<file path="config.mk">
export PLATFORM = sky130hd
export DESIGN_NAME = sadd_serial_param
export DESIGN_NICKNAME = d
export VERILOG_FILES = /design/src/rtl/sadd_pkg.sv /design/src/rtl/sadd_digit.sv /design/src/rtl/sadd_serial_param.sv
export SDC_FILE = /design/constraint.sdc
export NUM_CORES = 1
export LEC_CHECK = 0
export ABC_AREA = 1
export CORE_ASPECT_RATIO = 1.2
export CORE_MARGIN = 2
export CORE_UTILIZATION = 52
export DETAILED_ROUTE_END_ITERATION = 7
export PLACE_DENSITY = 0.78
export SLEW_MARGIN = 20
export SYNTH_ARGS = -nofsm -noshare
export SYNTH_HDL_FRONTEND = slang
export SYNTH_SLANG_ARGS = --single-unit
</file>
<file path="constraint.sdc">
create_clock -name clk -period 1.65 [get_ports clk]
set_clock_uncertainty 0.1 [all_clocks]
set_input_delay 0.2475 -clock clk [delete_from_list [all_inputs] [get_ports clk]]
set_output_delay 0.2475 -clock clk [all_outputs]
set_load 0.05 [all_outputs]
</file>
<file path="src/rtl/sadd_pkg.sv">
// Shared types and helpers for the digit-serial adder/subtractor.
package sadd_pkg;

  // Operation sequencing: IDLE only after reset, DONE after a published result.
  typedef enum logic [1:0] {
    S_IDLE,
    S_RUN,
    S_DONE
  } state_t;

  // Digit counter width: enough bits to count WIDTH/DIGIT digits, never zero.
  function automatic int cnt_width(input int width, input int digit);
    int n;
    n = width / digit;
    if (n <= 1) return 1;
    return $clog2(n);
  endfunction

endpackage

</file>
<file path="src/rtl/sadd_digit.sv">
// Combinational DIGIT-bit ripple-carry adder slice.
// c_top_o is the carry into the most significant bit of the slice; on the
// final digit it is the carry into the operand MSB and feeds signed overflow.
module sadd_digit #(
  parameter int DIGIT = 1
) (
  input  logic [DIGIT-1:0] a_i,
  input  logic [DIGIT-1:0] b_i,
  input  logic             cin_i,
  output logic [DIGIT-1:0] sum_o,
  output logic             cout_o,
  output logic             c_top_o
);

  logic [DIGIT:0] c;

  assign c[0] = cin_i;

  generate
    for (genvar gi = 0; gi < DIGIT; gi++) begin : g_bit
      assign sum_o[gi] = a_i[gi] ^ b_i[gi] ^ c[gi];
      assign c[gi+1]   = (a_i[gi] & b_i[gi]) | (a_i[gi] & c[gi]) | (b_i[gi] & c[gi]);
    end
  endgenerate

  assign cout_o  = c[DIGIT];
  assign c_top_o = c[DIGIT-1];

endmodule

</file>
<file path="src/rtl/sadd_serial_param.sv">
// Parametrised digit-serial adder/subtractor, LSB digit first.
// Optional build macro SADD_SERIAL_SATURATE_EN: clamp pout to the signed
// extreme on overflow (cout/ovf stay unclamped).
module sadd_serial_param
  import sadd_pkg::*;
#(
  parameter int WIDTH = 8,
  parameter int DIGIT = 1
) (
  input  logic             clk,
  input  logic             rst,
  input  logic             pload,
  input  logic             enable,
  input  logic             sub,
  input  logic [WIDTH-1:0] adata,
  input  logic [WIDTH-1:0] bdata,
  output logic [WIDTH-1:0] pout,
  output logic             cout,
  output logic             ovf,
  output logic             busy,
  output logic             done
);

  localparam int NDIG = WIDTH / DIGIT;
  localparam int CW   = cnt_width(WIDTH, DIGIT);
  localparam logic [CW-1:0] LAST_CNT = CW'(NDIG - 1);

  generate
    if (WIDTH < 2 || (WIDTH % DIGIT) != 0) begin : g_param_check
      $error("sadd_serial_param: WIDTH must be >= 2 and a multiple of DIGIT");
    end
  endgenerate

  state_t           state_q;
  logic [WIDTH-1:0] a_q;
  logic [WIDTH-1:0] b_q;
  logic [WIDTH-1:0] r_q;
  logic             carry_q;
  logic [CW-1:0]    cnt_q;
  logic [WIDTH-1:0] pout_q;
  logic             cout_q;
  logic             ovf_q;
  logic             busy_q;
  logic             done_q;
`ifdef SADD_SERIAL_SATURATE_EN
  logic             a_sign_q;
`endif

  logic [DIGIT-1:0] dig_sum;
  logic             dig_cout;
  logic             dig_ctop;
  logic [WIDTH-1:0] r_d;
  logic [WIDTH-1:0] pout_d;
  logic             ovf_d;

  sadd_digit #(.DIGIT(DIGIT)) u_digit (
    .a_i    (a_q[DIGIT-1:0]),
    .b_i    (b_q[DIGIT-1:0]),
    .cin_i  (carry_q),
    .sum_o  (dig_sum),
    .cout_o (dig_cout),
    .c_top_o(dig_ctop)
  );

  // Result register after this digit: new digit enters at the top.
  assign r_d   = (r_q >> DIGIT) | (WIDTH'(dig_sum) << (WIDTH - DIGIT));
  assign ovf_d = dig_ctop ^ dig_cout;

`ifdef SADD_SERIAL_SATURATE_EN
  // Clamp toward the sign of A: both operands share it whenever ovf is set.
  assign pout_d = ovf_d ? {a_sign_q, {(WIDTH-1){~a_sign_q}}} : r_d;
`else
  assign pout_d = r_d;
`endif

  // FSM, datapath shift registers and published output registers.
  always_ff @(posedge clk or negedge rst) begin
    if (!rst) begin
      state_q  <= S_IDLE;
      a_q      <= '0;
      b_q      <= '0;
      r_q      <= '0;
      carry_q  <= 1'b0;
      cnt_q    <= '0;
      pout_q   <= '0;
      cout_q   <= 1'b0;
      ovf_q    <= 1'b0;
      busy_q   <= 1'b0;
      done_q   <= 1'b0;
`ifdef SADD_SERIAL_SATURATE_EN
      a_sign_q <= 1'b0;
`endif
    end else begin
      done_q <= 1'b0;
      // Digit step; the final digit also publishes the result.
      if (state_q == S_RUN && enable) begin
        a_q     <= a_q >> DIGIT;
        b_q     <= b_q >> DIGIT;
        r_q     <= r_d;
        carry_q <= dig_cout;
        cnt_q   <= cnt_q + CW'(1);
        if (cnt_q == LAST_CNT) begin
          pout_q  <= pout_d;
          cout_q  <= dig_cout;
          ovf_q   <= ovf_d;
          done_q  <= 1'b1;
          busy_q  <= 1'b0;
          cnt_q   <= '0;
          state_q <= S_DONE;
        end
      end
      // A load overrides any digit step on the same edge (publish still stands).
      if (pload) begin
        a_q      <= adata;
        b_q      <= sub ? ~bdata : bdata;
        r_q      <= '0;
        carry_q  <= sub;
        cnt_q    <= '0;
        busy_q   <= 1'b1;
        state_q  <= S_RUN;
`ifdef SADD_SERIAL_SATURATE_EN
        a_sign_q <= adata[WIDTH-1];
`endif
      end
    end
  end

  assign pout = pout_q;
  assign cout = cout_q;
  assign ovf  = ovf_q;
  assign busy = busy_q;
  assign done = done_q;

endmodule

</file>
==> impl_metrics.env, run 1 <==
export IMPL_numPortBuffers=32
export IMPL_initial_utilization=0.539
export IMPL_die_y_um=70.9
export IMPL_grt_pass1_wl_um=6380
export IMPL_syn_area_um2=1940
export IMPL_nets=285
export IMPL_cts_tree="done"
export IMPL_clockBufferDepth=2
export IMPL_synth_top_cell_area_share=0.515
export IMPL_fmax_mhz=681
export IMPL_fin_util=0.661
export IMPL_die_x_um=59.8
export IMPL_holdPathStages=2
export IMPL_power_density_nw_per_um2=860
export IMPL_yosysTopAreaCell="dfrtp_1"
export IMPL_synth_compound_area_frac=0.0986
export IMPL_synth_flop_cell="dfrtp_1"
export IMPL_drtAntennaViolNets=0
export IMPL_postRouteWirelength_um=3560
export IMPL_critPathMaxFanout=3
export IMPL_finalSetupTns_ns=0
export IMPL_synth_xor_area_frac=0.0135
export IMPL_syn2layout_area_growth_pct=22.7
export IMPL_syn_nets=247
export IMPL_drt_iter0_drc=47
export IMPL_antenna_found_initial=0
export IMPL_hold_class="reg -> reg"
export IMPL_period_needed_ns=1.47
export IMPL_dr_pass1_iters=4
export IMPL_drv_cap=0
export IMPL_cts_htree_levels=2
export IMPL_synthCells=223
export IMPL_post_cts_resized=0
export IMPL_start_kind="flip-flop"
export IMPL_rsz0062_at_grt="no"
export IMPL_fin_area_um2=2380
export IMPL_overflow=0
export IMPL_grt_max_degree=41
export IMPL_postSynthAreaPerCell_um2=8.71
export IMPL_vias_per_cell=5.03
export IMPL_relSlewSlack=0.671
export IMPL_rr_worst_depth=5
export IMPL_synth_seq_cells=40
export IMPL_avgRoutedWirePerCell_um=11.8
export IMPL_peakVddDrop_mv=0.634
export IMPL_synth_mux_area_frac=0
export IMPL_synthDistinctLibCells=23
export IMPL_cp_arrival_ns=1.61
export IMPL_worstMarginPinSlew_ns=0.494
export IMPL_dieArea_um2=4240
export IMPL_core_area_um2=3600
export IMPL_synth_simple_area_share=0.262
export IMPL_synthTopCellsByArea="dfrtp_1 52%, nand2_1 14%, o21ai_2 6.8%, nand3_1 6.7%, inv_1 4.3%"
export IMPL_clockRootBuffer="clkbuf_8"
export IMPL_cts_clk_slew_worst_paths_ns=0.08
export IMPL_synth_fa_ha_area_frac=0.0232
export IMPL_status="completed"
export IMPL_synth_edf_count=0
export IMPL_yosysSeqAreaShare=0.515
export IMPL_drc_errors=0
export IMPL_ys_warn_count=0
export IMPL_final_setup_viol_count=0
export IMPL_critical_path_endpoint_type="flip-flop"
export IMPL_async_flop_share=1.00
export IMPL_critPathKind="reg -> reg"
export IMPL_core_rowCount=24
export IMPL_required_ns=1.79
export IMPL_p_leak_uw=0.00123
export IMPL_num_vias=1515
export IMPL_hpwl_um=2580
export IMPL_hold_violations=0
export IMPL_fin_crit_sh=0.890
export IMPL_clk_latency_ns=0.30
export IMPL_num_antenna_cells=0
export IMPL_cts_sinks=40
export IMPL_drv_slew=0
export IMPL_placed_area_um2=2280
export IMPL_numCtsBuffers=5
export IMPL_layout_drive_gt1_share=0.214
export IMPL_grt_usage=0.203
export IMPL_ios=33
export IMPL_grt_pass1_vias=1428
export IMPL_synth_top_family_by_area="simple AND/OR/NAND/NOR gates"
export IMPL_gp_congestion=0.774
==> final timing paths <==
| kind | start | end | slack (ns) |
|---|---|---|---|
| setup / recovery | carry_q | r_q[7] | 0.18 |
| hold / removal | cnt_q[1] | cnt_q[1] | 0.38 |
| setup reg to reg | carry_q | r_q[7] | 0.18 |
| hold reg to reg | cnt_q[1] | cnt_q[1] | 0.38 |
| max in group asynchronous | rst | pout[4] | 0.68 |
| min in group asynchronous | rst | pout[0] | 0.43 |
==> cell type report <==
class / instances / area, µm²
multi-input cells: 147 / 771
clock inverters: 2 / 10.0
clock buffers: 6 / 82.6
flip-flops and latches: 40 / 1000
inverters: 25 / 93.8
fillers: 308 / 1220
well taps: 39 / 48.8
repair buffers: 42 / 375
==> worst max-delay path: stages (launching register included) <==
cell     delay [ns]
dfrtp_1        0.43
fa_1           0.54
inv_1          0.06
o21ai_1        0.12
o21ai_0        0.09
inv_1          0.06
==> flip-flops by register name, indices dropped and copies added, names as in the netlist <==
register	cells
ovf	1
b_q	8
pout	8
cout	1
state_q	2
carry_q	1
a_q	8
done	1
cnt_q	3
r_q	7
==> metal layers <==
| metal | part of all wire | track usage | wire [µm] |
|---|---|---|---|
| met5 | 0 | 0 | 0 |
| met4 | 0.015 | 0.0963 | 55 |
| met3 | 0.038 | 0.0603 | 135 |
| met2 | 0.51 | 0.335 | 1820 |
| met1 | 0.44 | 0.238 | 1550 |
==> report_power, final <==
group | switching [µW] | total [µW] | internal [µW]
registers | 34.9 | 1080 | 1040
logic | 168 | 297 | 129
clock network | 341 | 675 | 333
total | 544 | 2050 | 1500
==> cells in the mapped netlist, types with 2 or more instances <==
cell	instances
buf_6	3
ha_1	2
o21ai_2	15
o21ai_1	5
nor2_1	10
dfrtp_1	40
nand3_1	26
nand2_4	2
buf_2	7
nor2_2	2
xnor2_1	2
inv_1	22
inv_2	3
o21ai_0	6
nand2_1	70
==> cells by family (layout without fill, tap and decap cells) <==
family                   count (synthesis)  count (layout)
AO/OA/AOI/OAI                           27              27
XOR/XNOR                                 3               3
adder cells (fa/ha/maj)                  3               3
buffers and inverters                   36              75
flip-flops                              40              40
AND/OR/NAND/NOR                        114             114
==> layout by cell type (no fill, tap or decap), types with 6 or more instances in the layout <==
master and count:
buf_4 20, clkbuf_8 6, clkdlybuf4s50_1 19, dfrtp_1 40, inv_1 22, nand2_1 70, nand3_1 26, nor2_1 10
o21ai_0 6, o21ai_2 15
==> per-stage QoR <==
step                worst slack [ns]  cells  power (µW)  hold WS (ns)
floorplan                      0.106    223        1270        -0.148
global placement              0.0675    292        1380         0.238
detailed placement            0.0273    292        1390         0.236
CTS                            0.191    301        2070         0.383
global route                   0.100    301        2170         0.409
finish                         0.182    301        2050         0.376
==> what timing repair did <==
item / in CTS / in global routing
hold buffers: 1 / 0
setup buffers: 0 / 0
hold endpoints to repair: 40 / 0
No activity file was read; power rests on OpenSTA's default activity.
==> run 2: changes to the inputs <==
--- a/config.mk
+++ b/config.mk
@@ -10,6 +10,7 @@
 export CORE_MARGIN = 2
 export CORE_UTILIZATION = 52
 export DETAILED_ROUTE_END_ITERATION = 7
+export GPL_TIMING_DRIVEN = 1
 export PLACE_DENSITY = 0.78
 export SLEW_MARGIN = 20
 export SYNTH_ARGS = -nofsm -noshare
==> results of run 2 <==
No change in the layout: final DEF, timing and power equal those of run 1.
